## src/rtl/rob_commit_unit_pkg.sv

```systemverilog
// Shared ROB types and constants: tag range, null encodings, entry kinds and
// the per-slot entry record.
package rob_commit_unit_pkg;

  localparam int unsigned ROB_SIZE = 16;
  localparam int unsigned TAG_W    = 5;
  localparam int unsigned IDX_W    = 4;
  localparam int unsigned REG_W    = 6;

  localparam logic [TAG_W-1:0] ENTRY_NULL = TAG_W'(ROB_SIZE);
  localparam logic [REG_W-1:0] REG_NULL   = 6'b100000;

  typedef enum logic [1:0] {
    KIND_NORMAL = 2'd0,
    KIND_BRANCH = 2'd1,
    KIND_STORE  = 2'd2
  } rob_kind_e;

  typedef struct packed {
    logic             busy;
    logic             ready;
    rob_kind_e        kind;
    logic [REG_W-1:0] rd;
    logic [31:0]      value;
    logic             pred_taken;
    logic             taken;
    logic [31:0]      alt_pc;
  } rob_entry_t;

  // Tags at or above ROB_SIZE (including ENTRY_NULL) name no slot.
  function automatic logic tag_valid(input logic [TAG_W-1:0] t);
    return t < TAG_W'(ROB_SIZE);
  endfunction

endpackage

```

## src/rtl/rob_commit_unit_if.sv

```systemverilog
// Issue, CDB, query and commit/rollback bus of the reorder buffer.
// master = the ROB, slave = dispatcher / execution units / register file.
interface rob_commit_unit_if import rob_commit_unit_pkg::*; ();

  logic             issue_valid;
  logic [REG_W-1:0] issue_rd;
  logic [1:0]       issue_kind;
  logic             issue_pred_taken;
  logic [31:0]      issue_alt_pc;
  logic [TAG_W-1:0] new_entry;
  logic             rob_full;

  logic             cdb_valid;
  logic [TAG_W-1:0] cdb_entry;
  logic [31:0]      cdb_result;
  logic             cdb_taken;

  logic [TAG_W-1:0] q1_entry, q2_entry;
  logic             q1_ready, q2_ready;
  logic [31:0]      q1_value, q2_value;

  logic             rob_commit;
  logic [TAG_W-1:0] rob_entry;
  logic [REG_W-1:0] rob_des;
  logic [31:0]      rob_result;
  logic             store_commit;
  logic             roll_back;
  logic [31:0]      roll_back_pc;

  modport master (
    input  issue_valid, issue_rd, issue_kind, issue_pred_taken, issue_alt_pc,
    input  cdb_valid, cdb_entry, cdb_result, cdb_taken,
    input  q1_entry, q2_entry,
    output new_entry, rob_full, q1_ready, q2_ready, q1_value, q2_value,
    output rob_commit, rob_entry, rob_des, rob_result, store_commit,
    output roll_back, roll_back_pc
  );

  modport slave (
    output issue_valid, issue_rd, issue_kind, issue_pred_taken, issue_alt_pc,
    output cdb_valid, cdb_entry, cdb_result, cdb_taken,
    output q1_entry, q2_entry,
    input  new_entry, rob_full, q1_ready, q2_ready, q1_value, q2_value,
    input  rob_commit, rob_entry, rob_des, rob_result, store_commit,
    input  roll_back, roll_back_pc
  );

endinterface

```

## src/rtl/rob_commit_unit_query_port.sv

```systemverilog
// Combinational operand lookup by tag; a same-cycle CDB broadcast to a busy
// slot bypasses the not-yet-written entry.
module rob_query_port
  import rob_commit_unit_pkg::*;
(
  input  logic [TAG_W-1:0]    q_entry,
  input  logic [ROB_SIZE-1:0] busy,
  input  logic [ROB_SIZE-1:0] ready,
  input  logic [31:0]         value [ROB_SIZE],
  input  logic                cdb_valid,
  input  logic [TAG_W-1:0]    cdb_entry,
  input  logic [31:0]         cdb_result,
  output logic                q_ready,
  output logic [31:0]         q_value
);

  logic [IDX_W-1:0] idx;
  assign idx = q_entry[IDX_W-1:0];

  always_comb begin
    q_ready = 1'b0;
    q_value = '0;
    if (tag_valid(q_entry)) begin
      if (busy[idx] && ready[idx]) begin
        q_ready = 1'b1;
        q_value = value[idx];
      end else if (cdb_valid && (cdb_entry == q_entry) && busy[idx]) begin
        q_ready = 1'b1;
        q_value = cdb_result;
      end
    end
  end

endmodule

```

## src/rtl/rob_commit_unit.sv

```systemverilog
// Reorder buffer: allocates tags at issue, captures CDB results, retires one
// entry per cycle in program order and flushes on a branch mispredict.
module rob_commit_unit
  import rob_commit_unit_pkg::*;
(
  input  logic               clk,
  input  logic               rst_in,
  input  logic               rdy_in,
  rob_commit_unit_if.master  bus
);

  rob_entry_t       ent_q [ROB_SIZE];
  rob_entry_t       ent_d [ROB_SIZE];
  logic [IDX_W-1:0] head_q, head_d, tail_q, tail_d;
  logic [TAG_W-1:0] count_q, count_d;

  logic             rob_commit_q, rob_commit_d;
  logic [TAG_W-1:0] rob_entry_q, rob_entry_d;
  logic [REG_W-1:0] rob_des_q, rob_des_d;
  logic [31:0]      rob_result_q, rob_result_d;
  logic             store_commit_q, store_commit_d;
  logic             roll_back_q, roll_back_d;
  logic [31:0]      roll_back_pc_q, roll_back_pc_d;

  rob_entry_t       head_ent;
  logic             head_done, mispredict, issue_ok, cdb_hit;
  logic [IDX_W-1:0] cdb_idx;

  logic [ROB_SIZE-1:0] busy_v, ready_v;
  logic [31:0]         value_v [ROB_SIZE];

  assign head_ent   = ent_q[head_q];
  assign cdb_idx    = bus.cdb_entry[IDX_W-1:0];
  assign head_done  = head_ent.busy && head_ent.ready;
  assign mispredict = head_done && (head_ent.kind == KIND_BRANCH) &&
                      (head_ent.taken != head_ent.pred_taken);
  assign issue_ok   = bus.issue_valid && (count_q != TAG_W'(ROB_SIZE));
  assign cdb_hit    = bus.cdb_valid && tag_valid(bus.cdb_entry) && ent_q[cdb_idx].busy;

  always_comb begin
    ent_d          = ent_q;
    head_d         = head_q;
    tail_d         = tail_q;
    count_d        = count_q;
    rob_commit_d   = rob_commit_q;
    rob_entry_d    = rob_entry_q;
    rob_des_d      = rob_des_q;
    rob_result_d   = rob_result_q;
    store_commit_d = store_commit_q;
    roll_back_d    = roll_back_q;
    roll_back_pc_d = roll_back_pc_q;

    if (rdy_in) begin
      rob_commit_d   = 1'b0;
      store_commit_d = 1'b0;
      roll_back_d    = 1'b0;
      // The flush cycle itself accepts nothing: no issue, no CDB, no commit.
      if (!roll_back_q) begin
        if (head_done) begin
          rob_commit_d   = 1'b1;
          rob_entry_d    = TAG_W'(head_q);
          rob_des_d      = head_ent.rd;
          rob_result_d   = head_ent.value;
          store_commit_d = (head_ent.kind == KIND_STORE);
        end
        if (mispredict) begin
          for (int unsigned i = 0; i < ROB_SIZE; i++) ent_d[i].busy = 1'b0;
          head_d         = '0;
          tail_d         = '0;
          count_d        = '0;
          roll_back_d    = 1'b1;
          roll_back_pc_d = head_ent.alt_pc;
        end else begin
          if (head_done) begin
            ent_d[head_q].busy = 1'b0;
            head_d             = head_q + 1'b1;
          end
          if (cdb_hit) begin
            ent_d[cdb_idx].ready = 1'b1;
            ent_d[cdb_idx].value = bus.cdb_result;
            ent_d[cdb_idx].taken = bus.cdb_taken;
          end
          if (issue_ok) begin
            ent_d[tail_q] = '{busy: 1'b1, ready: 1'b0,
                              kind: rob_kind_e'(bus.issue_kind),
                              rd: bus.issue_rd, value: '0,
                              pred_taken: bus.issue_pred_taken, taken: 1'b0,
                              alt_pc: bus.issue_alt_pc};
            tail_d = tail_q + 1'b1;
          end
          count_d = count_q + TAG_W'(issue_ok) - TAG_W'(head_done);
        end
      end
    end
  end

  always_ff @(posedge clk or posedge rst_in) begin
    if (rst_in) begin
      for (int unsigned i = 0; i < ROB_SIZE; i++) ent_q[i] <= '0;
      head_q         <= '0;
      tail_q         <= '0;
      count_q        <= '0;
      rob_commit_q   <= 1'b0;
      rob_entry_q    <= ENTRY_NULL;
      rob_des_q      <= '0;
      rob_result_q   <= '0;
      store_commit_q <= 1'b0;
      roll_back_q    <= 1'b0;
      roll_back_pc_q <= '0;
    end else begin
      ent_q          <= ent_d;
      head_q         <= head_d;
      tail_q         <= tail_d;
      count_q        <= count_d;
      rob_commit_q   <= rob_commit_d;
      rob_entry_q    <= rob_entry_d;
      rob_des_q      <= rob_des_d;
      rob_result_q   <= rob_result_d;
      store_commit_q <= store_commit_d;
      roll_back_q    <= roll_back_d;
      roll_back_pc_q <= roll_back_pc_d;
    end
  end

  always_comb begin
    for (int unsigned i = 0; i < ROB_SIZE; i++) begin
      busy_v[i]  = ent_q[i].busy;
      ready_v[i] = ent_q[i].ready;
      value_v[i] = ent_q[i].value;
    end
  end

  rob_query_port u_q1 (
    .q_entry    (bus.q1_entry),
    .busy       (busy_v),
    .ready      (ready_v),
    .value      (value_v),
    .cdb_valid  (bus.cdb_valid),
    .cdb_entry  (bus.cdb_entry),
    .cdb_result (bus.cdb_result),
    .q_ready    (bus.q1_ready),
    .q_value    (bus.q1_value)
  );

  rob_query_port u_q2 (
    .q_entry    (bus.q2_entry),
    .busy       (busy_v),
    .ready      (ready_v),
    .value      (value_v),
    .cdb_valid  (bus.cdb_valid),
    .cdb_entry  (bus.cdb_entry),
    .cdb_result (bus.cdb_result),
    .q_ready    (bus.q2_ready),
    .q_value    (bus.q2_value)
  );

  assign bus.new_entry    = TAG_W'(tail_q);
  assign bus.rob_full     = (count_q >= TAG_W'(ROB_SIZE - 1));
  assign bus.rob_commit   = rob_commit_q;
  assign bus.rob_entry    = rob_entry_q;
  assign bus.rob_des      = rob_des_q;
  assign bus.rob_result   = rob_result_q;
  assign bus.store_commit = store_commit_q;
  assign bus.roll_back    = roll_back_q;
  assign bus.roll_back_pc = roll_back_pc_q;

endmodule

```

## src/flat_wrapper.sv

```systemverilog
// flat-port wrapper written by rule: the top's interface ports become plain ports
module rob_commit_unit_flat import rob_commit_unit_pkg::*;
  (clk, rst_in, rdy_in, bus_issue_valid, bus_issue_rd, bus_issue_kind, bus_issue_pred_taken, bus_issue_alt_pc, bus_cdb_valid, bus_cdb_entry, bus_cdb_result, bus_cdb_taken, bus_q1_entry, bus_q2_entry, bus_new_entry, bus_rob_full, bus_q1_ready, bus_q2_ready, bus_q1_value, bus_q2_value, bus_rob_commit, bus_rob_entry, bus_rob_des, bus_rob_result, bus_store_commit, bus_roll_back, bus_roll_back_pc);
  rob_commit_unit_if bus_i ();
  input  logic clk;
  input  logic rst_in;
  input  logic rdy_in;
  input wire logic [$bits(bus_i.issue_valid)-1:0] bus_issue_valid;
  input wire logic [$bits(bus_i.issue_rd)-1:0] bus_issue_rd;
  input wire logic [$bits(bus_i.issue_kind)-1:0] bus_issue_kind;
  input wire logic [$bits(bus_i.issue_pred_taken)-1:0] bus_issue_pred_taken;
  input wire logic [$bits(bus_i.issue_alt_pc)-1:0] bus_issue_alt_pc;
  input wire logic [$bits(bus_i.cdb_valid)-1:0] bus_cdb_valid;
  input wire logic [$bits(bus_i.cdb_entry)-1:0] bus_cdb_entry;
  input wire logic [$bits(bus_i.cdb_result)-1:0] bus_cdb_result;
  input wire logic [$bits(bus_i.cdb_taken)-1:0] bus_cdb_taken;
  input wire logic [$bits(bus_i.q1_entry)-1:0] bus_q1_entry;
  input wire logic [$bits(bus_i.q2_entry)-1:0] bus_q2_entry;
  output wire logic [$bits(bus_i.new_entry)-1:0] bus_new_entry;
  output wire logic [$bits(bus_i.rob_full)-1:0] bus_rob_full;
  output wire logic [$bits(bus_i.q1_ready)-1:0] bus_q1_ready;
  output wire logic [$bits(bus_i.q2_ready)-1:0] bus_q2_ready;
  output wire logic [$bits(bus_i.q1_value)-1:0] bus_q1_value;
  output wire logic [$bits(bus_i.q2_value)-1:0] bus_q2_value;
  output wire logic [$bits(bus_i.rob_commit)-1:0] bus_rob_commit;
  output wire logic [$bits(bus_i.rob_entry)-1:0] bus_rob_entry;
  output wire logic [$bits(bus_i.rob_des)-1:0] bus_rob_des;
  output wire logic [$bits(bus_i.rob_result)-1:0] bus_rob_result;
  output wire logic [$bits(bus_i.store_commit)-1:0] bus_store_commit;
  output wire logic [$bits(bus_i.roll_back)-1:0] bus_roll_back;
  output wire logic [$bits(bus_i.roll_back_pc)-1:0] bus_roll_back_pc;
  assign bus_i.issue_valid = bus_issue_valid;
  assign bus_i.issue_rd = bus_issue_rd;
  assign bus_i.issue_kind = bus_issue_kind;
  assign bus_i.issue_pred_taken = bus_issue_pred_taken;
  assign bus_i.issue_alt_pc = bus_issue_alt_pc;
  assign bus_i.cdb_valid = bus_cdb_valid;
  assign bus_i.cdb_entry = bus_cdb_entry;
  assign bus_i.cdb_result = bus_cdb_result;
  assign bus_i.cdb_taken = bus_cdb_taken;
  assign bus_i.q1_entry = bus_q1_entry;
  assign bus_i.q2_entry = bus_q2_entry;
  assign bus_new_entry = bus_i.new_entry;
  assign bus_rob_full = bus_i.rob_full;
  assign bus_q1_ready = bus_i.q1_ready;
  assign bus_q2_ready = bus_i.q2_ready;
  assign bus_q1_value = bus_i.q1_value;
  assign bus_q2_value = bus_i.q2_value;
  assign bus_rob_commit = bus_i.rob_commit;
  assign bus_rob_entry = bus_i.rob_entry;
  assign bus_rob_des = bus_i.rob_des;
  assign bus_rob_result = bus_i.rob_result;
  assign bus_store_commit = bus_i.store_commit;
  assign bus_roll_back = bus_i.roll_back;
  assign bus_roll_back_pc = bus_i.roll_back_pc;
  rob_commit_unit u_core (.clk(clk), .rst_in(rst_in), .rdy_in(rdy_in), .bus(bus_i));
endmodule
```

## config.mk

```make
export PLATFORM = sky130hd
export DESIGN_NAME = rob_commit_unit_flat
export DESIGN_NICKNAME = d
export VERILOG_FILES = /design/src/rtl/rob_commit_unit_pkg.sv /design/src/rtl/rob_commit_unit_if.sv /design/src/rtl/rob_commit_unit_query_port.sv /design/src/rtl/rob_commit_unit.sv /design/src/flat_wrapper.sv
export SDC_FILE = /design/constraint.sdc
export NUM_CORES = 2
export LEC_CHECK = 0
export CORE_ASPECT_RATIO = 1.25
export CORE_MARGIN = 2
export CORE_UTILIZATION = 53
export CTS_BUF_LIST = sky130_fd_sc_hd__clkbuf_8
export DETAILED_ROUTE_END_ITERATION = 12
export PLACE_DENSITY = 0.78
export SETUP_SLACK_MARGIN = 0.05
export SLEW_MARGIN = 10
export SYNTH_ARGS = -nofsm -noshare
export SYNTH_HDL_FRONTEND = slang
export SYNTH_HIERARCHICAL = 1
export SYNTH_SLANG_ARGS = --single-unit
```

## constraint.sdc

```tcl
create_clock -name clk -period 54.6 [get_ports clk]
set_clock_uncertainty 0.2 [all_clocks]
set_input_delay 10.92 -clock clk [delete_from_list [all_inputs] [get_ports clk]]
set_output_delay 10.92 -clock clk [all_outputs]
set_load 0.02 [all_outputs]
```

==> impl_metrics.yaml <==
global_route:
  grt_max_degree: 171
  grt_pass1_wl_um: 339200
  grtUsageTotal_pct: 33.02
  antenna_found_initial: 20
  grt_pass1_vias: 53230
  globalRouteOverflowTotal: 0
clock_tree:
  cts_tree: "built"
  holdBufCountCts: 0
  cts_buffers: 210
  cts_root_buf: "clkbuf_8"
  h-tree-depth: 4
  clkLatencyLatePin_ns: 0.97
  post_cts_resized: 0
  clk_pin_slew_worst_paths_ns: 0.06
  clock-sinks: 1307
  clockBufferDepth: 3
  post_cts_buffers: 0
final_layout:
  area_growth_pct: 10.34
  final_cell_mix: "dfrtp_1 (1302), mux2_2 (801), nand2_1 (651)"
  nets: 5633
  final_util_pct: 58.81
  final_common_cell: "dfrtp_1"
  drive_gt1_share_pct: 34.05
synthesis:
  netlist_area_um2: 71220
  ys_ff_latch: 1307
  synth_edf_count: 0
  synth_cell_type_count: 71
  seq_area_frac_synth_pct: 45.92
  synthesis.nets: 5640
  yosysWarnings: 6
  netlist_instances: 5529
  yosysTopAreaCell: "dfrtp_1"
  synthArstFlopShare_pct: 100.0
  synth.top_cell.area_share_pct: 45.89
  synthTopCellsByArea: "dfrtp_1 (46%), mux4_2 (16%), mux2_2 (13%)"
  postSynthAreaPerCell_um2: 12.88
  synth_flop_cell: "dfrtp_1"
routing:
  wl_per_cell_um: 30.48
  first_iter_violations: 6581
  totalWireLength_um: 226600
  first_pass_iters: 12
  detail-route-antenna-nets: 0
  vias_per_cell: 6.920
  vias: 51440
  post-route-drc-count: 0
critical_path:
  crit_type: "in -> out"
  end_kind: "primary output"
  cp-start-kind: "input port"
  cp_data_arrival_time_ns: 15.75
  cp_max_fo: 44
  cp.required_ns: 43.48
power_and_ir_drop:
  p_switching_uw: 1079
  p_comb_share_pct: 31.1
  power_leakage_uw: 0.03509
  seq_power_share_pct: 42.5
  p_int_uw: 2231
  finalPower_uw: 3310
  p_clk_share_pct: 26.4
  power_density_nw_per_um2: 42.12
  ir_worst_vdd_uv: 36.20
  swShare_pct: 32.60
timing:
  period_minus_slack_ns: 26.87
  finalMaxSlewViolations: 0
  worst_slack_ns: 27.73
  tightest_slew_ns: 1.362
  hold_ws_ns: 0.2821
  hold_viol: 0
  fmax_mhz: 37.22
  relSlewSlack_pct: 9.183
  rsz0062_at_grt: "false"
  finalCritPeriodShare_pct: 49.21
  final-setup-viol-count: 0
  tns_ns: 0
die:
  rows: 150
  ios: 244
  die_h_um: 413.8
  start_util_pct: 53.30
  core_um2: 133600
  dieArea_um2: 137300
  die_w_um: 331.9
placement:
  gp_congestion: 0.9105
  io_buffers: 242
  dp_slack_ns: 28.03
  place_hpwl_um: 128900
min_path:
  holdCritPathClass: "reg -> reg"
outcome:
  status: "finished, final reports clean"
run:
  drv_cap: 0
-- worst paths after layout --
check / endpoint / slack, ns / from / cells after the start
worst max register to register: u_core/ent_q[453] / 47.68 / u_core/head_q[0] / 12
worst min-delay path: u_core/ent_q[384] / 0.28 / u_core/ent_q[384] / 1
max in group asynchronous: u_core/ent_q[1161] / 39.61 / rst_in / 7
min in group asynchronous: u_core/ent_q[771] / 10.41 / rst_in / 2
worst max-delay path: bus_q1_value[1] / 27.73 / bus_q1_entry[1] / 10
worst min register to register: u_core/ent_q[384] / 0.28 / u_core/ent_q[384] / 1
-- through the flow --
stage / instance area [um2] / cells
4_1_cts: 78550 / 7429
6_report: 78590 / 7434
3_5_place_dp: 74210 / 7057
2_1_floorplan: 71220 / 5529
3_3_place_gp: 74210 / 7057
5_1_grt: 78580 / 7431
-- logic make-up (layout without fill, tap and decap cells) --
kind of cell / Yosys count / count (layout) / synth area share (%)
AOI/OAI and AO/OA: 756 / 756 / 7.542
xor gates and xnor gates: 17 / 17 / 0.2618
adders and majority gates: 17 / 17 / 0.3092
buffers and inverters: 613 / 766 / 4.436
DFF: 1307 / 1307 / 45.92
muxes: 1711 / 1711 / 34.90
other: 1 / 5 / 0.005265
and+or+nand+nor: 1107 / 1107 / 6.625
-- critical path, cell delays in order --
cell	delay, ns
buf_4	0.47
buf_4	0.72
or2_1	0.90
buf_4	0.51
o221a_2	0.31
a22oi_2	0.09
buf_4	0.35
a222oi_1	0.35
a31o_1	0.39
clkdlybuf4s50_1	0.68
-- power groups by stage --
stage	sequential [uW]	clock [uW]	combinational, uW
global placement	1400	0	994
global route	1440	926	1090
floorplan	1360	0	790
CTS	1400	884	1030
detailed placement	1420	0	1020
finish	1410	873	1030
-- layout make-up --
| type | count | area (um2) |
|---|---|---|
| inverters | 26 | 105.1 |
| clock buffers | 260 | 3578 |
| well taps | 1748 | 2187 |
| repair buffers | 368 | 3421 |
| fillers | 10330 | 55040 |
| clock inverters | 112 | 762.0 |
| multi-input cells | 3609 | 35800 |
| flip-flops and latches | 1307 | 32720 |
| diodes | 4 | 10.01 |
-- metal layers --
layer	wire length [um]	part of all wire, %	vias up	GRT usage [%]
met5	187	0.083	-	0.2790
met4	17560	7.7	24	21.24
met3	27560	12	1232	9.502
met2	103200	46	3597	51.94
met1	78050	34	26050	40.18
li1	-	-	20540	-
-- Yosys cell counts, types with 6 or more instances --
cell type / n
a2111oi_4: 10
a21oi_1: 301
a21oi_2: 39
a222oi_1: 62
a22oi_1: 73
a31o_1: 62
a31o_2: 8
a32oi_1: 6
and2_1: 12
buf_1: 55
buf_2: 226
buf_4: 47
buf_6: 48
clkbuf_1: 208
dfrtp_1: 1306
ha_1: 16
inv_1: 24
mux2_1: 185
mux2_2: 801
mux2i_1: 206
mux4_2: 519
nand2_1: 651
nand2_2: 44
nand2b_1: 17
nand3_1: 29
nor2_1: 251
nor2b_1: 9
o2111ai_1: 10
o2111ai_2: 6
o21ai_0: 23
o22ai_1: 127
or3_1: 65
xor2_1: 11
-- state kept, by name, indices dropped and copies added (netlist names), 5 cells and up --
name,cells
u_core/ent_q,1200
u_core/bus.rob_result,32
u_core/bus.roll_back_pc,32
u_core/busy_v,16
u_core/bus.rob_des,6
u_core/bus.rob_entry,5
u_core/count_q,5
No activity file was read; power rests on OpenSTA's default activity.
